==> src/rtl/rgb_pkg.sv <==
// Shared types and helpers for the RGB colour-wheel generator.
package rgb_pkg;

  // Colour-wheel segments; encodings 6 and 7 are unused.
  typedef enum logic [2:0] {
    SEG0 = 3'd0,
    SEG1 = 3'd1,
    SEG2 = 3'd2,
    SEG3 = 3'd3,
    SEG4 = 3'd4,
    SEG5 = 3'd5
  } seg_t;

  localparam int SEG_COUNT = 6;

  // How one channel's duty is derived from the ramp level inside a segment.
  // Kept width-independent so the package serves any PWM resolution.
  typedef enum logic [1:0] {
    DUTY_ZERO = 2'd0,
    DUTY_FULL = 2'd1,
    DUTY_UP   = 2'd2,
    DUTY_DOWN = 2'd3
  } duty_sel_t;

  typedef struct packed {
    duty_sel_t r;
    duty_sel_t g;
    duty_sel_t b;
  } rgb_sel_t;

  // The colour wheel: each segment holds one channel full, one off, and ramps the third.
  function automatic rgb_sel_t segDutySel(seg_t seg);
    rgb_sel_t sel;
    sel = '{r: DUTY_ZERO, g: DUTY_ZERO, b: DUTY_ZERO};
    case (seg)
      SEG0:    sel = '{r: DUTY_FULL, g: DUTY_UP,   b: DUTY_ZERO};
      SEG1:    sel = '{r: DUTY_DOWN, g: DUTY_FULL, b: DUTY_ZERO};
      SEG2:    sel = '{r: DUTY_ZERO, g: DUTY_FULL, b: DUTY_UP};
      SEG3:    sel = '{r: DUTY_ZERO, g: DUTY_DOWN, b: DUTY_FULL};
      SEG4:    sel = '{r: DUTY_UP,   g: DUTY_ZERO, b: DUTY_FULL};
      SEG5:    sel = '{r: DUTY_FULL, g: DUTY_ZERO, b: DUTY_DOWN};
      default: sel = '{r: DUTY_ZERO, g: DUTY_ZERO, b: DUTY_ZERO};
    endcase
    return sel;
  endfunction

endpackage

==> src/rtl/rgb_hue_pwm_channel.sv <==
// One PWM channel: a period-aligned duty register and a registered active-low drive.
module pwm_channel
  import rgb_pkg::*;
#(
  parameter int PWM_BITS = 8
) (
  input  logic                clk,
  input  logic                rst,
  input  logic                en,
  input  logic                load,
  input  logic [PWM_BITS-1:0] duty_in,
  input  logic [PWM_BITS-1:0] pwm_cnt,
  output logic                out_n
);

  logic [PWM_BITS-1:0] duty_q;
  logic                outN_q;

  // Take the new duty only at the end of a period and drive the LED low while the counter is below it.
  always_ff @(posedge clk) begin
    if (rst) begin
      duty_q <= '0;
      outN_q <= 1'b1;
    end else begin
      if (load) begin
        duty_q <= duty_in;
      end
      outN_q <= ~(en & (pwm_cnt < duty_q));
    end
  end

  assign out_n = outN_q;

endmodule

==> src/rtl/rgb_hue_pwm.sv <==
// Colour-wheel RGB LED driver: prescaled hue sweep feeding three PWM channels.
module rgb_hue_pwm
  import rgb_pkg::*;
#(
  parameter int PWM_BITS = 8,
  parameter int STEP_DIV = 46875
) (
  input  logic                clk,
  input  logic                rst,
  input  logic                en,
  input  logic                pause,
  output logic                r_n,
  output logic                g_n,
  output logic                b_n,
  output logic [2:0]          hue_seg,
  output logic [PWM_BITS-1:0] level,
  output logic                wrap
);

  localparam int                  PRE_W    = (STEP_DIV > 1) ? $clog2(STEP_DIV) : 1;
  localparam logic [PRE_W-1:0]    PRE_LAST = PRE_W'(STEP_DIV - 1);
  localparam logic [PWM_BITS-1:0] PWM_MAX  = '1;

  logic [PRE_W-1:0]    prescale_q, prescale_d;
  logic [PWM_BITS-1:0] pwmCnt_q, pwmCnt_d;
  logic                tick;
  seg_t                seg_q;
  logic [PWM_BITS-1:0] level_q;
  logic                wrap_q;
  logic                loadDuty;
  rgb_sel_t            rgbSel;
  logic [PWM_BITS-1:0] dutyR, dutyG, dutyB;

  function automatic logic [PWM_BITS-1:0] resolveDuty(duty_sel_t sel, logic [PWM_BITS-1:0] lvl);
    logic [PWM_BITS-1:0] d;
    case (sel)
      DUTY_ZERO: d = '0;
      DUTY_FULL: d = PWM_MAX;
      DUTY_UP:   d = lvl;
      DUTY_DOWN: d = PWM_MAX - lvl;
      default:   d = '0;
    endcase
    return d;
  endfunction

  // Prescaler next state: cleared while disabled, frozen while paused, otherwise counts modulo STEP_DIV.
  always_comb begin
    prescale_d = prescale_q;
    if (!en) begin
      prescale_d = '0;
    end else if (!pause) begin
      prescale_d = (prescale_q == PRE_LAST) ? '0 : prescale_q + PRE_W'(1);
    end
  end

  assign tick = en & ~pause & (prescale_q == PRE_LAST);

  // Prescaler register.
  always_ff @(posedge clk) begin
    if (rst) begin
      prescale_q <= '0;
    end else begin
      prescale_q <= prescale_d;
    end
  end

  // Shared PWM counter next state: free-running while enabled, parked at zero otherwise.
  always_comb begin
    pwmCnt_d = en ? pwmCnt_q + PWM_BITS'(1) : '0;
  end

  // Shared PWM counter register.
  always_ff @(posedge clk) begin
    if (rst) begin
      pwmCnt_q <= '0;
    end else begin
      pwmCnt_q <= pwmCnt_d;
    end
  end

  // Hue FSM: ramp the level on each tick, step to the next segment when the ramp tops out.
  always_ff @(posedge clk) begin
    if (rst) begin
      seg_q   <= SEG0;
      level_q <= '0;
      wrap_q  <= 1'b0;
    end else begin
      wrap_q <= 1'b0;
      case (seg_q)
        SEG0, SEG1, SEG2, SEG3, SEG4, SEG5: begin
          if (tick) begin
            if (level_q != PWM_MAX) begin
              level_q <= level_q + PWM_BITS'(1);
            end else begin
              level_q <= '0;
              case (seg_q)
                SEG0:    seg_q <= SEG1;
                SEG1:    seg_q <= SEG2;
                SEG2:    seg_q <= SEG3;
                SEG3:    seg_q <= SEG4;
                SEG4:    seg_q <= SEG5;
                default: begin
                  seg_q  <= SEG0;
                  wrap_q <= 1'b1;
                end
              endcase
            end
          end
        end
        default: begin
          seg_q   <= SEG0;
          level_q <= '0;
        end
      endcase
    end
  end

  // Map the current segment and level onto the three channel duties.
  always_comb begin
    rgbSel = segDutySel(seg_q);
    dutyR  = resolveDuty(rgbSel.r, level_q);
    dutyG  = resolveDuty(rgbSel.g, level_q);
    dutyB  = resolveDuty(rgbSel.b, level_q);
  end

  assign loadDuty = (pwmCnt_q == PWM_MAX);

  pwm_channel #(.PWM_BITS(PWM_BITS)) u_red (
    .clk    (clk),
    .rst    (rst),
    .en     (en),
    .load   (loadDuty),
    .duty_in(dutyR),
    .pwm_cnt(pwmCnt_q),
    .out_n  (r_n)
  );

  pwm_channel #(.PWM_BITS(PWM_BITS)) u_green (
    .clk    (clk),
    .rst    (rst),
    .en     (en),
    .load   (loadDuty),
    .duty_in(dutyG),
    .pwm_cnt(pwmCnt_q),
    .out_n  (g_n)
  );

  pwm_channel #(.PWM_BITS(PWM_BITS)) u_blue (
    .clk    (clk),
    .rst    (rst),
    .en     (en),
    .load   (loadDuty),
    .duty_in(dutyB),
    .pwm_cnt(pwmCnt_q),
    .out_n  (b_n)
  );

  assign hue_seg = seg_q;
  assign level   = level_q;
  assign wrap    = wrap_q;

endmodule

==> config.mk <==
export PLATFORM = sky130hd
export DESIGN_NAME = rgb_hue_pwm
export DESIGN_NICKNAME = d
export VERILOG_FILES = /design/src/rtl/rgb_pkg.sv /design/src/rtl/rgb_hue_pwm_channel.sv /design/src/rtl/rgb_hue_pwm.sv
export SDC_FILE = /design/constraint.sdc
export NUM_CORES = 1
export LEC_CHECK = 0
export BUFFER_PORTS_ARGS = -buffer_cell sky130_fd_sc_hd__buf_2
export CORE_ASPECT_RATIO = 0.6
export CORE_UTILIZATION = 53
export CTS_BUF_LIST = sky130_fd_sc_hd__clkbuf_4
export DETAILED_ROUTE_END_ITERATION = 16
export GPL_ROUTABILITY_DRIVEN = 0
export PLACE_DENSITY = 0.8
export REMOVE_ABC_BUFFERS = 1
export SETUP_SLACK_MARGIN = 0.2
export SLEW_MARGIN = 10
export SYNTH_ARGS = -nofsm -noshare
export SYNTH_HDL_FRONTEND = slang
export SYNTH_SLANG_ARGS = --single-unit
==> constraint.sdc <==
create_clock -name clk -period 1.7 [get_ports clk]
set_input_delay 0.34 -clock clk [delete_from_list [all_inputs] [get_ports clk]]
set_output_delay 0.34 -clock clk [all_outputs]
set_load 0.05 [all_outputs]
==> results of run 1 <==
## kinds of logic after synthesis
group	synth area share, %
muxes	0.945
AOI/OAI and AO/OA	17.5
adders and majority gates	9.09
xor gates and xnor gates	5.35
DFF	36.7
and+or+nand+nor	23.6
buffers and inverters	6.95
## sequential cells by signal (all words and copies together) (netlist names)
name / flops
prescale_q: 16
level: 8
pwmCnt_q: 8
u_blue.duty_q: 8
u_green.duty_q: 8
u_red.duty_q: 8
hue_seg: 3
u_blue.out_n: 1
u_green.out_n: 1
u_red.out_n: 1
wrap: 1
## timing repair
action / 4_1_cts / 5_1_grt
pin swaps: 66 / 49
cloned: 6 / 1
gates resized for setup: 168 / 96
setup endpoints to repair: 64 / 63
buffers inserted: 20 / 19
## placed cells by master, fill, tap and decap left out, types with 5 or more instances in the layout
master / Yosys / routed
buf_6: 2 / 34
or2_4: 0 / 5
ha_1: 25 / 12
buf_4: 1 / 67
inv_1: 25 / 23
a211oi_2: 0 / 12
nand4_1: 6 / 6
xor2_1: 16 / 14
a211oi_4: 0 / 7
clkbuf_4: 0 / 10
nand3_1: 14 / 10
a21oi_1: 26 / 6
dfxtp_2: 0 / 21
nor2_1: 78 / 65
nand2b_1: 7 / 6
dfxtp_1: 63 / 39
buf_2: 3 / 7
ha_4: 0 / 11
a21oi_4: 0 / 6
a21oi_2: 0 / 14
a2111oi_4: 0 / 13
nor2_2: 0 / 9
a21o_1: 8 / 8
nand2_1: 20 / 17
## critical path, cell delays in order (launching register included)
cell	delay (ns)
dfxtp_1	0.52
nand2_1	0.16
nor3_1	0.40
buf_4	0.21
nand4_1	0.21
xor2_1	0.30
nor2_1	0.11
## report_power, final
part	internal, W	total [W]	switching [W]
clock network	0.000749	0.00146	0.000707
logic	0.0000437	0.000126	0.0000822
registers	0.00148	0.00148	0.00000460
total	0.00227	0.00306	0.000794
## worst paths after layout
check	start	end	slack [ns]	cells past startpoint
max	level[7]	hue_seg[0]	-0.33	6
min	en	wrap	0.38	3
max reg2reg	level[7]	hue_seg[0]	-0.33	6
min reg2reg	u_blue.duty_q[6]	u_blue.duty_q[6]	0.49	2
## through the flow
step / worst slack (ns) / total power [W] / area (um2)
final: -0.329 / 0.00306 / 5730
after global routing: -0.271 / 0.00309 / 5730
after detailed placement: -0.206 / 0.00160 / 3940
after CTS: -0.0329 / 0.00295 / 5150
after global placement: -0.201 / 0.00159 / 3940
after floorplan: -0.385 / 0.00155 / 3300
## cell type report
type,instances,area (um2)
Clock inverter,7,120
Antenna cell,1,2.50
Multi-Input combinational cell,302,2870
Fill cell,200,460
Timing Repair Buffer,121,1180
Inverter,25,93.8
Clock buffer,9,67.6
Tap cell,84,105
Sequential cell,63,1300
## layer usage
layer	GRT usage (%)	vias to the layer above	wire, um
met2	66.9	542	7350
met3	11.1	221	2880
li1	-	1665	-
met5	0	-	13
met1	47.9	2026	6460
met4	14.9	2	1820
==> summary.md, run 1 <==
| Metric | Value |
|---|---|
| Die Span Y | ~64 um |
| CTS max path bufs | 2 |
| Top FF cell, synth | dfxtp_1 |
| Synth area leaders | dfxtp_1 (37%), ha_1 (9.1%), nor2_1 (8.5%), a211oi_1 (4.1%), a2111oi_0 (4.1%) |
| CTS Sinks | 63 |
| RSZ-0062 raised after global routing | yes |
| Avg Cell Area, Syn | 8.31 um2 |
| DRC | 0 |
| WHS | ~0.38 ns |
| Vias in the first global route | 3765 |
| DR vias | about 4500 |
| Mapped Area | 0.00344 mm2 |
| Setup Skew | 0.0404 ns |
| Gate Count Post-Synth | between 400 and 500 |
| Final worst slack | -0.329 ns |
| Crit share post-route | 119% |
| Vias/cell | around 7.3 |
| Die Width | around 110 um |
| Starting Density | roughly 56% |
| Port Buffer Count | 18 |
| Largest net degree at the start of global routing | 25 |
| Iter 0 DRT Violations | between 900 and 1000 |
| Share of the synthesized area in the top cell type | between 30% and 40% |
| Share of cells above drive strength 1 | 54.3% |
| Final Setup Violations | 38 |
| Synthesis-stage register bit count | 63 |
| Layout Cells excl Fill | between 600 and 700 |
| Hold WC Path Type | primary input to register |
| Clock root cell | clkbuf_4 |
| Crit Path Max Fanout | 6 |
| WL per Instance | about 30 um |
| Pre-antenna DRT Iters | 7 |
| Peak supply drop | approximately 0.88 mV |
| Distinct cells, synth | 51 |
| Area delta synth->final | 66.6% |
| Die Footprint | slightly below 0.007 mm2 |
| Measured slew at the worst slew-check pin | 0.803 ns |
| Top-count cell post-synth | nor2_1 |
| Total track usage | roughly two fifths |
| Total Nets Final | 551 |
| Worst-Skew Late Latency | 0.48 ns |
| Gr ovfl total | 0 |
| Largest area contributor in the netlist | dfxtp_1 |
| Clk pin slew, worst setup/hold paths | 0.14 ns |
| Initial antenna violation count | 1 |
| Setup TNS | -4.04 ns |
| H-tree levels | 3 |
| Rel. slew slack | between 40% and 50% |
| LEAKAGE | about 2.1 nW |
| Seq/Total Area, Yosys | a little over a third |
| Worst setup path class | register to register |
| Post-synth EDFFs | 0 |
| Cells after DPL | around 550 |
| First-pass GRT wire length | between 20000 and 25000 um |
| Share of flip-flops with an asynchronous set or reset | 0% |
| Tmin final | between 2 and 2.5 ns |
| ANT nets after route | 0 |
| Hpwl dp | approximately 6300 um |
| Worst endpoint data arrival time | 2.36 ns |
| Pwr dens | between 500 and 600 mW/mm2 |
| CTS hold repair buffers | 0 |
| Critical Path RT | 2.04 ns |
| Final Hold Fails | 0 |
| Max Cap Violations | 0 |
| Final core utilization | 92.6% |
| Yosys warning count | 0 |
| FMAX | 493 MHz |
| # IOs | 19 |
| Crit path launch type | register |
| Core area | 0.00619 mm2 |
| Final wirelength | roughly 19000 um |
| CTS tree | yes |
| Worst setup EP type | register |
| Top post-synthesis cells by count | nor2_1 (78), dfxtp_1 (63), a21oi_1 (26) |
| Cts bufs inserted | 9 |
| Status | finished, violations left |
| Final Max Slew Viols | 0 |
| Row Count | 22 |
| Failing checks | negative setup slack |
No activity file was read; power rests on OpenSTA's default activity.
==> run 2, diff against run 1 <==
--- a/config.mk
+++ b/config.mk
@@ -5,6 +5,7 @@
 export SDC_FILE = /design/constraint.sdc
 export NUM_CORES = 1
 export LEC_CHECK = 0
+export ABC_CLOCK_PERIOD_IN_PS = 1700
 export BUFFER_PORTS_ARGS = -buffer_cell sky130_fd_sc_hd__buf_2
 export CORE_ASPECT_RATIO = 0.6
 export CORE_UTILIZATION = 53
@@ -13,8 +14,9 @@
 export GPL_ROUTABILITY_DRIVEN = 0
 export PLACE_DENSITY = 0.8
 export REMOVE_ABC_BUFFERS = 1
-export SETUP_SLACK_MARGIN = 0.2
+export SETUP_SLACK_MARGIN = 0.15
 export SLEW_MARGIN = 10
 export SYNTH_ARGS = -nofsm -noshare
 export SYNTH_HDL_FRONTEND = slang
+export SYNTH_HIERARCHICAL = 1
 export SYNTH_SLANG_ARGS = --single-unit
==> summary.md, run 2 <==
| Metric | Value |
|---|---|
| Status | finished, violations left (unchanged) |
| Failing checks | negative setup slack (unchanged) |
| Crit Path Max Fanout | 3 (was 6) |
| Final worst slack | -0.484 ns (was -0.329 ns) |
| CTS tree | yes (unchanged) |
| RSZ-0062 raised after global routing | yes (unchanged) |
| CTS Sinks | 63 (unchanged) |
| Cts bufs inserted | 9 (unchanged) |
| Largest area contributor in the netlist | dfxtp_1 (unchanged) |
| Commonest cells after routing, fill and taps aside | nor2_1 (66), dfxtp_1 (52), buf_4 (49) (was buf_4 (67), nor2_1 (65), dfxtp_1 (39)) |
| # IOs | 19 (unchanged) |
| Share of flip-flops with an asynchronous set or reset | 0% (unchanged) |
| Peak supply drop | 0.580 mV (was 0.884 mV) |
| Hold WC Path Type | primary input to register (unchanged) |
| CTS hold repair buffers | 0 (unchanged) |
| Pre-antenna DRT Iters | 8 (was 7) |
| Post-synth EDFFs | 0 (unchanged) |
| Crit share post-route | 128% (was 119%) |
| Max Cap Violations | 0 (unchanged) |
| Final wirelength | 10300 um (was 18500 um) |
| Layout Cells excl Fill | 573 (was 612) |
| Vias in the first global route | 3109 (was 3765) |
| Final Setup Violations | 28 (was 38) |
| Multiplexer area fraction after synthesis | 7.89% (was 0.945%) |
| Distinct cells, synth | 50 (was 51) |
| Yosys warning count | 6 (was 0) |
| Area delta synth->final | 25.3% (was 66.6%) |
| Final Max Slew Viols | 0 (unchanged) |
| Share of the synthesized area in the top cell type | 34.9% (was 36.7%) |
| H-tree levels | 3 (unchanged) |
| Core area | 0.00633 mm2 (was 0.00619 mm2) |
| Clock root cell | clkbuf_4 (unchanged) |
| Die Width | 109 um (was 106 um) |
| Avg Cell Area, Syn | 8.59 um2 (was 8.31 um2) |
| Top reg by flops | prescale_q (unchanged) |
| Worst setup path class | register to register (unchanged) |
| Top-count cell post-synth | nor2_1 (unchanged) |
| N_diodes | 0 (was 1) |
| Tmin final | 2.18 ns (was 2.03 ns) |
| Largest net degree at the start of global routing | 29 (was 25) |
| Synth area leaders | dfxtp_1 (35%), ha_1 (8.7%), nor2_1 (6.9%), mux2i_1 (6.6%), a211oi_1 (3.7%) (was dfxtp_1 (37%), ha_1 (9.1%), nor2_1 (8.5%), a211oi_1 (4.1%), a2111oi_0 (4.1%)) |
| WL per Instance | 17.9 um (was 30.3 um) |
| Hpwl dp | 6730 um (was 6330 um) |
| Top FF cell, synth | dfxtp_1 (unchanged) |
| Max reg flops | 16 (unchanged) |
| DR vias | 3448 (was 4456) |
| Initial antenna violation count | 0 (was 1) |
| Synthesis-stage register bit count | 63 (unchanged) |
| Top post-synthesis cells by count | nor2_1 (66), dfxtp_1 (63), inv_1 (28) (was nor2_1 (78), dfxtp_1 (63), a21oi_1 (26)) |
| Measured slew at the worst slew-check pin | 0.454 ns (was 0.803 ns) |
| Power, Total | 0.00251 W (was 0.00306 W) |
| Gr ovfl total | 0 (unchanged) |
| Cells after DPL | 551 (was 549) |
| Most common cell after layout, fill and taps aside | nor2_1 (was buf_4) |
| Synth Area in Compound Gates | 12.3% (was 17.5%) |
| Area share of fa/ha/maj cells after synthesis | 8.65% (was 9.09%) |
| Seq/Total Area, Yosys | 34.9% (was 36.7%) |
| Pwr dens | 555 mW/mm2 (was 534 mW/mm2) |
| Iter 0 DRT Violations | 425 (was 919) |
| Gate Count Post-Synth | 421 (was 414) |
| Worst-Skew Late Latency | 0.45 ns (was 0.48 ns) |
| Worst endpoint data arrival time | 2.58 ns (was 2.36 ns) |
| Mapped Area | 0.00362 mm2 (was 0.00344 mm2) |
| Simple-Gate Fraction of Synth Area | 25.3% (was 23.6%) |
| Worst reg2reg setup slack | -0.48 ns (was -0.33 ns) |
| Post-Synth XOR/XNOR Area | 4.60% (was 5.35%) |
| FMAX | 458 MHz (was 493 MHz) |
| First-pass GRT wire length | 15300 um (was 20100 um) |
| Critical Path RT | 2.10 ns (was 2.04 ns) |
| LEAKAGE | 1.72 nW (was 2.11 nW) |
| Main combinational cell family by area after synthesis | simple AND/OR/NAND/NOR gates (unchanged) |
| Crit path launch type | register (unchanged) |
| Row Count | 22 (unchanged) |
| Starting Density | 57.1% (was 55.6%) |
| Setup Skew | 0.0150 ns (was 0.0404 ns) |
| Total track usage | 28.8% (was 39.4%) |
| Die Span Y | 66.0 um (was 64.4 um) |
| Port Buffer Count | 18 (unchanged) |
| DRC | 0 (unchanged) |
| Clk pin slew, worst setup/hold paths | 0.11 ns (was 0.14 ns) |
| Worst setup EP type | register (unchanged) |
| Final Hold Fails | 0 (unchanged) |
| Die Footprint | 0.00717 mm2 (was 0.00683 mm2) |
| Vias/cell | 6.02 (was 7.28) |
| ANT nets after route | 0 (unchanged) |
| Share of cells above drive strength 1 | 26.4% (was 54.3%) |
| CTS max path bufs | 2 (unchanged) |
| Rel. slew slack | 69.8% (was 46.1%) |
| Total Nets Final | 513 (was 551) |
==> run 2: cell type report <==
cell class / instances / area, um2
clock buffer: 14 / 105
clock inverter: 2 / 7.51
fill: 463 / 1800
inverter: 28 / 105
multi-input combinational: 307 / 2240
sequential: 63 / 1270
tap: 84 / 105
timing repair buffer: 75 / 693
==> run 2: layer usage <==
| metal | global-route usage [%] | up-vias | part of all wire, % |
|---|---|---|---|
| met5 | 0 | - | 0 |
| met4 | 10.8 | 0 | 2.6 |
| met3 | 7.78 | 39 | 8.8 |
| met2 | 40.8 | 171 | 41 |
| met1 | 41.2 | 1613 | 47 |
| li1 | - | 1625 | - |
==> run 2: worst max-delay path: stages, from the launching register on <==
cell and delay (ns):
dfxtp_2 0.34, inv_2 0.07, ha_4 0.12, or4b_4 0.46
or4_4 0.57, or4_4 0.44, a21oi_2 0.13
==> run 2: timing repair <==
item                       in CTS  in global routing
setup endpoints to repair      61                 61
cloned                          1                  3
gates resized for setup        30                 27
pin swaps                       1                 10
buffers inserted                0                  2
==> run 2: power breakdown <==
group	leakage, nW	internal (W)	switching [W]
Combinational	1.14	0.0000447	0.0000688
Clock	0.0675	0.000375	0.000541
Sequential	0.513	0.00148	0.00000407
==> run 2: logic make-up after synthesis <==
family | count (synthesis)
AOI/OAI and AO/OA | 67
adders and majority gates | 25
DFF | 63
muxes | 28
and+or+nand+nor | 168
buffers and inverters | 51
xor gates and xnor gates | 19
==> run 2: path summary, 6_finish.rpt <==
path,from,end,cells past startpoint
hold / removal,rst,u_red/duty_q[0],2
hold reg to reg,u_red/duty_q[0],u_red/duty_q[0],2
setup reg to reg,prescale_q[0],level[0],6
setup / recovery,prescale_q[0],level[0],6
==> run 2: through the flow <==
stage               worst slack (ns)  area [um2]  utilization, %  hold WS, ns  TNS [ns]
floorplan                     -0.464        3490               -        0.412    -19.93
global placement              -0.381        4110            64.8        0.474     -8.60
detailed placement            -0.458        4110            64.8        0.482     -9.77
CTS                           -0.446        4350            68.7        0.222     -9.58
global route                  -0.503        4530            71.6        0.220    -11.81
finish                        -0.484        4530            71.6        0.234    -10.89
